File: config.mk
export PLATFORM = sky130hd
export DESIGN_NAME = i2c_bit_ctl
export DESIGN_NICKNAME = d
export VERILOG_FILES = /design/src/rtl/i2c_bit_ctl.sv
export SDC_FILE = /design/constraint.sdc
export NUM_CORES = 1
export LEC_CHECK = 0
export BUFFER_PORTS_ARGS = -buffer_cell sky130_fd_sc_hd__buf_2
export CAP_MARGIN = 30
export CORE_MARGIN = 2
export CORE_UTILIZATION = 48
export CTS_BUF_LIST = sky130_fd_sc_hd__clkbuf_8 sky130_fd_sc_hd__clkbuf_16
export DETAILED_ROUTE_END_ITERATION = 10
export GPL_TIMING_DRIVEN = 0
export HOLD_SLACK_MARGIN = 0.15
export PLACE_DENSITY = 0.66
export SKIP_CTS_REPAIR_TIMING = 1
export SLEW_MARGIN = 20
export SYNTH_ARGS = -nofsm -noshare
export SYNTH_HDL_FRONTEND = slang
export SYNTH_SLANG_ARGS = --single-unit
File: constraint.sdc
create_clock -name clk -period 2.5 [get_ports clk]
set_clock_uncertainty 0.05 [all_clocks]
set_input_delay 0.25 -clock clk [delete_from_list [all_inputs] [get_ports clk]]
set_output_delay 0.25 -clock clk [all_outputs]
set_load 0.005 [all_outputs]
File: src/rtl/i2c_bit_ctl.sv
// Bit-level I2C master drive side: sequences START/STOP/WRITE/READ on open-drain SCL/SDA
// in four quarter-period phases, with clock-stretch and arbitration detection.
module i2c_bit_ctl #(
    parameter int unsigned DIV_G = 250
) (
    input  logic       clk,
    input  logic       rst_n,
    input  logic [1:0] cmd,
    input  logic       cmd_din,
    input  logic       cmd_vld,
    output logic       cmd_rdy,
    output logic       done,
    output logic       dout,
    output logic       arb_lost,
    output logic       scl_o,
    output logic       sda_o,
    input  logic       scl_i,
    input  logic       sda_i
);

    localparam int unsigned       CNT_W    = 16;
    localparam logic [CNT_W-1:0]  CNT_LOAD = CNT_W'(DIV_G - 1);

    localparam logic [1:0] CMD_START = 2'b00;
    localparam logic [1:0] CMD_STOP  = 2'b01;
    localparam logic [1:0] CMD_WRITE = 2'b10;
    localparam logic [1:0] CMD_READ  = 2'b11;

    typedef enum logic [2:0] {
        ST_IDLE,
        ST_A,
        ST_B,
        ST_C,
        ST_D
    } state_t;

    state_t           r_state, w_state;
    logic [CNT_W-1:0] r_cnt, w_cnt;
    logic [1:0]       r_cmd, w_cmd;
    logic             r_din, w_din;
    logic             r_scl, w_scl;
    logic             r_sda, w_sda;
    logic             r_done, w_done;
    logic             r_dout, w_dout;
    logic             r_arb, w_arb;
    logic             r_rdy;
    logic             w_last;
    logic [1:0]       w_drive;

    // Line levels {scl, sda} driven during each phase of each command
    function automatic logic [1:0] phase_drive(state_t st, logic [1:0] c, logic din);
        logic [1:0] v;
        v = 2'b11;
        unique case (c)
            CMD_START: begin
                unique case (st)
                    ST_C:    v = 2'b10;
                    ST_D:    v = 2'b00;
                    default: v = 2'b11;
                endcase
            end
            CMD_STOP: begin
                unique case (st)
                    ST_A:    v = 2'b00;
                    ST_B:    v = 2'b10;
                    default: v = 2'b11;
                endcase
            end
            default: begin
                unique case (st)
                    ST_A, ST_D: v = {1'b0, (c == CMD_READ) ? 1'b1 : din};
                    default:    v = {1'b1, (c == CMD_READ) ? 1'b1 : din};
                endcase
            end
        endcase
        return v;
    endfunction

    assign w_last = (r_cnt == '0);

    always_ff @(posedge clk or negedge rst_n) begin
        if (!rst_n) begin
            r_state <= ST_IDLE;
            r_cnt   <= '0;
            r_cmd   <= CMD_START;
            r_din   <= 1'b0;
            r_scl   <= 1'b1;
            r_sda   <= 1'b1;
            r_done  <= 1'b0;
            r_dout  <= 1'b0;
            r_arb   <= 1'b0;
            r_rdy   <= 1'b1;
        end else begin
            r_state <= w_state;
            r_cnt   <= w_cnt;
            r_cmd   <= w_cmd;
            r_din   <= w_din;
            r_scl   <= w_scl;
            r_sda   <= w_sda;
            r_done  <= w_done;
            r_dout  <= w_dout;
            r_arb   <= w_arb;
            r_rdy   <= (w_state == ST_IDLE);
        end
    end

    always_comb begin
        w_state = r_state;
        w_cnt   = r_cnt;
        w_cmd   = r_cmd;
        w_din   = r_din;
        w_scl   = r_scl;
        w_sda   = r_sda;
        w_done  = 1'b0;
        w_dout  = r_dout;
        w_arb   = r_arb;
        w_drive = 2'b11;

        unique case (r_state)
            ST_IDLE: begin
                if (cmd_vld) begin
                    w_cmd   = cmd;
                    w_din   = cmd_din;
                    w_arb   = 1'b0;
                    w_state = ST_A;
                    w_cnt   = CNT_LOAD;
                end
            end
            ST_A: begin
                if (w_last) begin
                    w_state = ST_B;
                    w_cnt   = CNT_LOAD;
                end else begin
                    w_cnt = r_cnt - CNT_W'(1);
                end
            end
            ST_B: begin
                // Slave stretching SCL: hold the phase until the line is seen high
                if (!scl_i) begin
                    w_cnt = CNT_LOAD;
                end else if (w_last) begin
                    w_state = ST_C;
                    w_cnt   = CNT_LOAD;
                end else begin
                    w_cnt = r_cnt - CNT_W'(1);
                end
            end
            ST_C: begin
                if (w_last) begin
                    if (r_cmd == CMD_WRITE || r_cmd == CMD_READ) begin
                        w_dout = sda_i;
                    end
                    if (r_cmd == CMD_WRITE && r_din && !sda_i) begin
                        // Lost arbitration: release the bus and abort without phase D
                        w_arb   = 1'b1;
                        w_done  = 1'b1;
                        w_state = ST_IDLE;
                        w_scl   = 1'b1;
                        w_sda   = 1'b1;
                    end else begin
                        w_state = ST_D;
                        w_cnt   = CNT_LOAD;
                    end
                end else begin
                    w_cnt = r_cnt - CNT_W'(1);
                end
            end
            ST_D: begin
                if (w_last) begin
                    w_state = ST_IDLE;
                    w_done  = 1'b1;
                end else begin
                    w_cnt = r_cnt - CNT_W'(1);
                end
            end
            default: begin
                w_state = ST_IDLE;
            end
        endcase

        // Lines hold their last level while idle
        if (w_state != ST_IDLE) begin
            w_drive = phase_drive(w_state, w_cmd, w_din);
            w_scl   = w_drive[1];
            w_sda   = w_drive[0];
        end
    end

    assign cmd_rdy  = r_rdy;
    assign done     = r_done;
    assign dout     = r_dout;
    assign arb_lost = r_arb;
    assign scl_o    = r_scl;
    assign sda_o    = r_sda;

endmodule
==> results of run 1 <==
-- cells in the final DEF, fill, tap and decap left out, types with 4 or more instances in the layout --
master    netlist  routed
dfrtp_1        25      25
a31oi_1         6       6
nor3_1          8       8
nand2_1        10      10
nor4_1          4       4
inv_1           4       4
buf_2           7      20
a22o_1          5       5
nand2b_1        7       7
nand3_1         4       4
buf_4           1       5
nor2_1         17      17
o211ai_1       11      11
-- sequential cells by signal, summed over array words and instances, names as in the netlist --
signal	cells
r_cnt	16
r_state	3
r_cmd	2
arb_lost	1
cmd_rdy	1
done	1
dout	1
r_din	1
scl_o	1
sda_o	1
-- Yosys cell counts (4+ instances only) --
cell,n
nor2_1,17
nor3_1,8
o211ai_1,11
dfrtp_1,25
a22o_1,5
buf_2,7
a31oi_1,6
nand2b_1,7
nand2_1,10
nor4_1,4
inv_1,4
nand3_1,4
-- kinds of logic (layout without fill, tap and decap cells) --
logic type      Yosys count  count (layout)  synth area share (%)
buf+inv                  16              38                 4.775
flops                    28              28                 38.40
compound gates           60              60                 26.47
simple gates             70              70                 24.90
xor+xnor                  1               1                0.4776
fa+ha+maj                 1               1                0.6820
mux                       7               7                 4.297
-- through the flow --
step | std cells | hold WS (ns)
after detailed placement | 244 | 0.2556
after global routing | 253 | 0.1548
final | 253 | 0.1620
after CTS | 248 | -0.06512
after global placement | 244 | 0.2381
after floorplan | 183 | -0.09559
-- power by group through the flow --
stage               combinational, W  sequential [W]  clock, W
floorplan                   0.000487        0.000634         0
global placement            0.000614        0.000645         0
detailed placement          0.000636        0.000653         0
CTS                         0.000638        0.000644  0.000369
global route                0.000731        0.000660  0.000383
finish                      0.000656        0.000646  0.000357
-- critical path, stage by stage (launching register included) --
cell and delay, ns:
dfrtp_1 0.38, inv_1 0.08, ha_1 0.22, nand2b_1 0.18, nand4b_2 0.21, buf_6 0.17, o21a_1 0.26, buf_2 0.26
o211ai_1 0.13, a22o_1 0.25
-- layout make-up --
type / count / area (µm²)
multi-input cells: 139 / 1042
repair buffers: 18 / 105.1
clock buffers: 3 / 41.29
plain buffers: 12 / 72.57
clock inverters: 1 / 30.03
inverters: 4 / 15.01
flip-flops and latches: 28 / 704.4
fillers: 316 / 1590
well taps: 48 / 60.06
-- how the worst max path moves through the flow --
stage | slack [ns] | endpoint
global placement | 0.28 | scl_o
detailed placement | 0.18 | scl_o
floorplan | 0.46 | scl_o
finish | 0.19 | r_cnt[12]
global route | 0.02 | r_cnt[12]
CTS | 0.14 | scl_o
-- per-layer routing --
metal	up-vias	wire (µm)
li1	759	-
met1	777	2102
met4	0	22
met3	2	111
met5	-	0
met2	22	1938
==> flow_metrics.env, run 1 <==
export IMPL_cts_tree="done"
export IMPL_p_sw_w=0.0005749
export IMPL_synth_seq_cells=28
export IMPL_grtUsageTotal_pct=21.65
export IMPL_dieArea_mm2=0.004332
export IMPL_gp_congestion=0.8704
export IMPL_fin_area_mm2=0.002071
export IMPL_use_met2_pct=35.10
export IMPL_dieWidth_um=65.82
export IMPL_worst_path_max_fanout=10
export IMPL_min_path_cells=2
export IMPL_slew_headroom_pct=59.58
export IMPL_r2r_slack_ns=0.19
export IMPL_power_w=0.001659
export IMPL_yosys_area_top_type_share_pct=34.11
export IMPL_rr_endpoint="r_cnt[12]"
export IMPL_startpoint="r_cnt[0]"
export IMPL_place_ws_ns=0.1761
export IMPL_cts_root_buffer="clkbuf_8"
export IMPL_combPwrFrac_pct=39.6
export IMPL_synth_top_cells_by_area="dfrtp_1, o211ai_1, dfstp_2"
export IMPL_p_per_area_mw_per_mm2=801.1
export IMPL_arrival_ns=2.42
export IMPL_post_synth_top_area_cell="dfrtp_1"
export IMPL_critPathKind="reg2reg"
export IMPL_placementRows=22
export IMPL_worst_pin_slew_ns=0.6063
export IMPL_worstRegToRegCells=9
export IMPL_numCtsBuffers=3
export IMPL_final_core_util_pct=56.56
export IMPL_syn_inst=183
export IMPL_fp_dieH_um=65.82
export IMPL_grt_pass1_vias=1561
export IMPL_fin_ws_ns=0.1929
export IMPL_start_util_pct=50.10
export IMPL_synth_edff_count=0
export IMPL_grt_ovfl_total=0
export IMPL_ios=14
export IMPL_drc_errors=0
export IMPL_grt_met1_usage_pct=29.68
export IMPL_setup_viol=0
export IMPL_h_tree_depth=1
export IMPL_p_seq_share_pct=38.9
export IMPL_clk_latency_ns=0.28
export IMPL_wl_per_cell_um=16.50
export IMPL_grt_max_degree=29
export IMPL_period_share_pct=92.28
export IMPL_synthFlopType="dfrtp_1"
export IMPL_reg2reg_from="r_cnt[0]"
export IMPL_area_growth_pct=12.89
export IMPL_grt_setup_unrepaired="false"
export IMPL_yosysSeqAreaShare_pct=38.40
export IMPL_via_per_inst=6.166
export IMPL_clkSlewWorstSetupHoldPaths_ns=0.10
export IMPL_syn_nets=192
export IMPL_syn_area_mm2=0.001834
export IMPL_setup_tns_ns=0
export IMPL_cts_buffer_depth=2
export IMPL_place_area_mm2=0.001959
export IMPL_finalHoldViolCount=0
export IMPL_syn_avg_cell_area_um2=10.02
export IMPL_required_ns=2.62
export IMPL_grt_busiest_layer="met2"
export IMPL_fmax_mhz=433.4
export IMPL_routed_wl_mm=4.175
export IMPL_io_buffers=13
export IMPL_grt_pass1_wl_mm=7.320
export IMPL_vias=1560
export IMPL_clock_power_share_pct=21.5
export IMPL_outcome="completed"
export IMPL_p_leak_nw=0.8541
export IMPL_maxCapViolations=0
export IMPL_place_hpwl_mm=3.023
export IMPL_fin_crit_ns=2.307
export IMPL_dr_pass1_iters=4
export IMPL_clkSinkCount=28
export IMPL_first_iter_violations=115
export IMPL_peakVddDrop_uv=356.7
export IMPL_intPower_w=0.001084
export IMPL_hold_class="in2reg"
export IMPL_synth_cell_type_count=59
export IMPL_critPathCaptureType="flip-flop"
export IMPL_worstHoldStart="sda_i"
export IMPL_drtAntennaViolNets=0
export IMPL_finalMaxSlewViolations=0
export IMPL_start_kind="flip-flop"
export IMPL_ys_warn_count=0
export IMPL_grt_antenna_before_repair=0
export IMPL_core_area_mm2=0.003661
export IMPL_drive_gt1_share_pct=27.32
export IMPL_nNetsFinal=215
export IMPL_async_flop_share_pct=100.0
export IMPL_diodes=0
export IMPL_gr_usage_met3_pct=4.259
export IMPL_hold_end="dout"
export IMPL_p_sw_share_pct=34.66
Note: power is estimated with default switching activity, not from simulation.
==> run 2: changes to the inputs <==
--- a/config.mk
+++ b/config.mk
@@ -6,8 +6,8 @@
 export NUM_CORES = 1
 export LEC_CHECK = 0
 export BUFFER_PORTS_ARGS = -buffer_cell sky130_fd_sc_hd__buf_2
-export CAP_MARGIN = 30
-export CORE_MARGIN = 2
+export CAP_MARGIN = 0
+export CORE_MARGIN = 4
 export CORE_UTILIZATION = 48
 export CTS_BUF_LIST = sky130_fd_sc_hd__clkbuf_8 sky130_fd_sc_hd__clkbuf_16
 export DETAILED_ROUTE_END_ITERATION = 10
==> flow_metrics.env, run 2 (same netlist as run 1, synthesis figures left out) <==
export IMPL_grt_setup_unrepaired="false"
export IMPL_combPwrFrac_pct=41.0
export IMPL_maxCapViolations=0
export IMPL_grtUsageTotal_pct=18.45
export IMPL_cts_buffer_depth=2
export IMPL_slew_headroom_pct=59.16
export IMPL_period_share_pct=92.70
export IMPL_drtAntennaViolNets=0
export IMPL_final_cell_mix="dfrtp_1, buf_2, nor2_1"
export IMPL_setup_tns_ns=0
export IMPL_num_fill_cells=346
export IMPL_numCtsBuffers=3
export IMPL_finalHoldViolCount=0
export IMPL_path_buf_inv=3
export IMPL_dr_pass1_iters=4
export IMPL_fin_ws_ns=0.1825
export IMPL_critPathCaptureType="flip-flop"
export IMPL_critPathMaxStageDelay_ns=0.38
export IMPL_final_core_util_pct=55.29
export IMPL_intPower_w=0.001004
export IMPL_via_per_inst=6.231
export IMPL_largest_reg_flops=16
export IMPL_grt_ovfl_total=0
export IMPL_grt_pass1_wl_mm=7.396
export IMPL_fmax_mhz=431.5
export IMPL_p_leak_nw=0.8364
export IMPL_start_util_pct=49.73
export IMPL_drc_errors=0
export IMPL_mostFrequentLayoutCell="dfrtp_1"
export IMPL_place_ws_ns=0.1436
export IMPL_critPathKind="reg2reg"
export IMPL_vias=1564
export IMPL_nNetsFinal=213
export IMPL_p_seq_share_pct=40.8
export IMPL_drive_gt1_share_pct=26.60
export IMPL_dieWidth_um=69.82
export IMPL_fp_dieH_um=69.82
export IMPL_clock_power_share_pct=18.2
export IMPL_core_area_mm2=0.003689
export IMPL_crit_chain="inv_1 > ha_1 > nand2b_1 > nand4b_2 > buf_6 > o21a_1 > buf_2 > o211ai_1 > a22o_1"
export IMPL_arrival_ns=2.45
export IMPL_ios=14
export IMPL_p_sw_w=0.0005702
export IMPL_placementRows=22
export IMPL_hold_class="in2reg"
export IMPL_fin_crit_ns=2.318
export IMPL_wl_per_cell_um=16.34
export IMPL_finalMaxSlewViolations=0
export IMPL_worst_path_max_fanout=10
export IMPL_outcome="completed"
export IMPL_reg_top3="r_cnt (16), r_state (3), r_cmd (2)"
export IMPL_clk_latency_ns=0.28
export IMPL_setup_viol=0
export IMPL_grt_pass1_vias=1525
export IMPL_clkSlewWorstSetupHoldPaths_ns=0.09
export IMPL_grt_antenna_before_repair=0
export IMPL_worst_pin_slew_ns=0.6127
export IMPL_start_kind="flip-flop"
export IMPL_grt_max_degree=29
export IMPL_peakVddDrop_uv=415.1
export IMPL_p_per_area_mw_per_mm2=771.7
export IMPL_clkSinkCount=28
export IMPL_largest_register="r_cnt"
export IMPL_io_buffers=13
export IMPL_h_tree_depth=1
export IMPL_cts_tree="done"
export IMPL_gp_congestion=0.8584
export IMPL_area_growth_pct=11.19
export IMPL_p_sw_share_pct=36.23
export IMPL_dieArea_mm2=0.004874
export IMPL_cts_root_buffer="clkbuf_8"
export IMPL_first_iter_violations=111
export IMPL_required_ns=2.63
export IMPL_place_hpwl_mm=2.954
export IMPL_routed_wl_mm=4.101
export IMPL_diodes=0
export IMPL_cpMaxStageDelayCell="dfrtp_1"
export IMPL_cp_top_family="compound AO/OA/AOI/OAI gates"
[run 2: changes by cell type in the layout (fill, tap and decap cells not counted)]
cell and change:
buf_4 -2, bufinv_16 -1, clkbuf_8 +1
[run 2: final timing paths]
path,start,to,slack (ns),depth (start not counted)
setup / recovery,r_cnt[0],r_cnt[12],0.18,9
hold / removal,cmd_din,r_din,0.16,2
setup reg to reg,r_cnt[0],r_cnt[12],0.18,9
hold reg to reg,dout,dout,0.46,1
max in group asynchronous,rst_n,r_cnt[6],1.55,2
min in group asynchronous,rst_n,r_state[0],0.45,2
[run 2: metal layers]
| metal | part of all wire (%) | up-vias | GRT usage [%] |
|---|---|---|---|
| li1 | - | 753 | - |
| met1 | 49 | 751 | 29.09 |
| met2 | 44 | 53 | 25.08 |
| met3 | 4.8 | 7 | 2.174 |
| met4 | 2.1 | 0 | 7.660 |
| met5 | 0 | - | 0 |
[run 2: per-stage QoR]
step                      area (µm²)  power, W  cells  hold slack [ns]
after floorplan                 1834  0.001121    183         -0.09559
after global placement          1959  0.001260    244           0.2411
after detailed placement        1959  0.001284    244           0.2525
after CTS                       2014  0.001572    248         -0.06222
after global routing            2039  0.001700    251           0.1590
final                           2039  0.001574    251           0.1582
[run 2: layout make-up]
class                   count  area (µm²)  area share (%)
clock buffers               4       55.05           2.699
well taps                  48       60.06           2.945
flip-flops and latches     28       704.4           34.54
inverters                   4       15.01          0.7362
multi-input cells         139        1042           51.10
repair buffers             16       90.09           4.417
plain buffers              12       72.57           3.558
[run 2: power by group through the flow]
stage	registers, W	clock network (W)	logic, W
global placement	0.000644	0	0.000616
finish	0.000643	0.000286	0.000645
floorplan	0.000634	0	0.000487
detailed placement	0.000650	0	0.000634
global route	0.000656	0.000311	0.000733
CTS	0.000641	0.000296	0.000635
==> run 3: changes to the inputs <==
--- a/config.mk
+++ b/config.mk
@@ -5,8 +5,9 @@
 export SDC_FILE = /design/constraint.sdc
 export NUM_CORES = 1
 export LEC_CHECK = 0
-export BUFFER_PORTS_ARGS = -buffer_cell sky130_fd_sc_hd__buf_2
+export BUFFER_PORTS_ARGS = -buffer_cell sky130_fd_sc_hd__clkbuf_2
 export CAP_MARGIN = 0
+export CORE_ASPECT_RATIO = 0.7
 export CORE_MARGIN = 4
 export CORE_UTILIZATION = 48
 export CTS_BUF_LIST = sky130_fd_sc_hd__clkbuf_8 sky130_fd_sc_hd__clkbuf_16
==> flow_metrics.env, run 3 (same netlist as run 1, synthesis figures left out) <==
export IMPL_first_iter_violations=207
export IMPL_required_ns=2.64
export IMPL_largest_reg_flops=16
export IMPL_power_w=0.001675
export IMPL_area_growth_pct=12.21
export IMPL_place_ws_ns=0.07029
export IMPL_routed_wl_mm=4.438
export IMPL_worstRegToRegCells=9
export IMPL_numCtsBuffers=3
export IMPL_nNetsFinal=213
export IMPL_reg_top3="r_cnt (16), r_state (3), r_cmd (2)"
export IMPL_period_share_pct=93.92
export IMPL_r2r_slack_ns=0.15
export IMPL_drtAntennaViolNets=0
export IMPL_fin_crit_ns=2.348
export IMPL_via_per_inst=6.273
export IMPL_final_cell_mix="dfrtp_1, nor2_1, clkbuf_2"
export IMPL_cts_buffer_depth=2
export IMPL_hold_class="in2reg"
export IMPL_worstHoldStart="sda_i"
export IMPL_p_per_area_mw_per_mm2=813.7
export IMPL_fin_ws_ns=0.1520
export IMPL_finalHoldViolCount=0
export IMPL_drive_gt1_share_pct=26.60
export IMPL_fp_dieH_um=59.72
export IMPL_reg2reg_from="r_cnt[0]"
export IMPL_grtUsageTotal_pct=20.17
export IMPL_peakVddDrop_uv=492.2
export IMPL_wl_per_cell_um=17.54
export IMPL_min_path_cells=2
export IMPL_slew_headroom_pct=52.51
export IMPL_grt_ovfl_total=0
export IMPL_largest_register="r_cnt"
export IMPL_grt_setup_unrepaired="false"
export IMPL_mostFrequentLayoutCell="dfrtp_1"
export IMPL_dieArea_mm2=0.004890
export IMPL_outcome="completed"
export IMPL_clkSinkCount=28
export IMPL_finalMaxSlewViolations=0
export IMPL_worst_pin_slew_ns=0.7123
export IMPL_grt_antenna_before_repair=0
export IMPL_clk_latency_ns=0.29
export IMPL_drc_errors=0
export IMPL_hold_end="dout"
export IMPL_p_leak_nw=0.8426
export IMPL_diodes=0
export IMPL_maxCapViolations=0
export IMPL_placementRows=18
export IMPL_numPlacedInstances=246
export IMPL_grt_pass1_wl_mm=7.500
export IMPL_worst_path_max_fanout=10
export IMPL_gp_congestion=0.8804
export IMPL_ios=14
export IMPL_arrival_ns=2.49
export IMPL_core_area_mm2=0.003603
export IMPL_io_buffers=13
export IMPL_rr_endpoint="r_cnt[12]"
export IMPL_grt_pass1_vias=1456
export IMPL_cts_tree="done"
export IMPL_critPathCaptureType="flip-flop"
export IMPL_place_area_mm2=0.001962
export IMPL_setup_tns_ns=0
export IMPL_grt_max_degree=29
export IMPL_final_cells=253
export IMPL_cts_root_buffer="clkbuf_8"
export IMPL_fmax_mhz=425.9
export IMPL_critPathKind="reg2reg"
export IMPL_vias=1587
export IMPL_place_hpwl_mm=3.236
export IMPL_clkSlewWorstSetupHoldPaths_ns=0.11
export IMPL_dr_pass1_iters=4
export IMPL_fin_area_mm2=0.002058
export IMPL_dieWidth_um=81.89
export IMPL_h_tree_depth=1
export IMPL_start_util_pct=50.90
export IMPL_start_kind="flip-flop"
export IMPL_setup_viol=0
[run 3: cell types whose count changed in the layout (fill, tap and decap cells not counted), sizes merged]
cell    before  now
buf         25   12
bufinv       0    1
clkbuf       6   18
[run 3: critical path: stages, from the launching register on]
cell,delay (ns)
dfrtp_1,0.39
inv_1,0.08
ha_1,0.22
nand2b_1,0.20
nand4b_2,0.23
buf_6,0.18
o21a_1,0.28
buf_2,0.27
o211ai_1,0.13
a22o_1,0.24
[run 3: worst max-delay path by stage]
stage / slack, ns / depth (start not counted) / startpoint / to
final: 0.15 / 9 / r_cnt[0] / r_cnt[12]
after global routing: 0.003 / 9 / r_cnt[0] / r_cnt[12]
after CTS: 0.02 / 6 / r_state[2] / scl_o
after detailed placement: 0.07 / 6 / r_state[2] / scl_o
after global placement: 0.16 / 6 / r_state[2] / scl_o
after floorplan: 0.46 / 6 / r_state[2] / scl_o
[run 3: per-stage QoR]
stage	hold WS, ns	utilization (%)
2_1_floorplan	-0.09559	-
3_3_place_gp	0.2820	54.44
3_5_place_dp	0.2866	54.44
4_1_cts	-0.02742	56.42
5_1_grt	0.1744	57.12
6_report	0.1816	57.12
[run 3: area by class of cell]
type	count	area, µm²
Fill cell	338	1545
Multi-Input combinational cell	139	1042
Tap cell	50	62.56
Clock inverter	1	30.03
Clock buffer	3	41.29
Inverter	4	15.01
Timing Repair Buffer	16	90.09
Buffer	12	72.57
Sequential cell	28	704.4
[run 3: routing by layer]
metal  GRT usage [%]  vias up  share of wire, %
met2           27.85       71                42
met5               0        -                 0
met1           31.40      753                49
met3           5.572        5               8.6
met4           3.555        0              0.65
li1                -      758                 -
[run 3: where the power goes]
part	switching, W	leakage (nW)	internal, W
combinational	0.000356	0.468	0.000305
clock	0.000152	0.0357	0.000215
sequential	0.0000875	0.339	0.000559
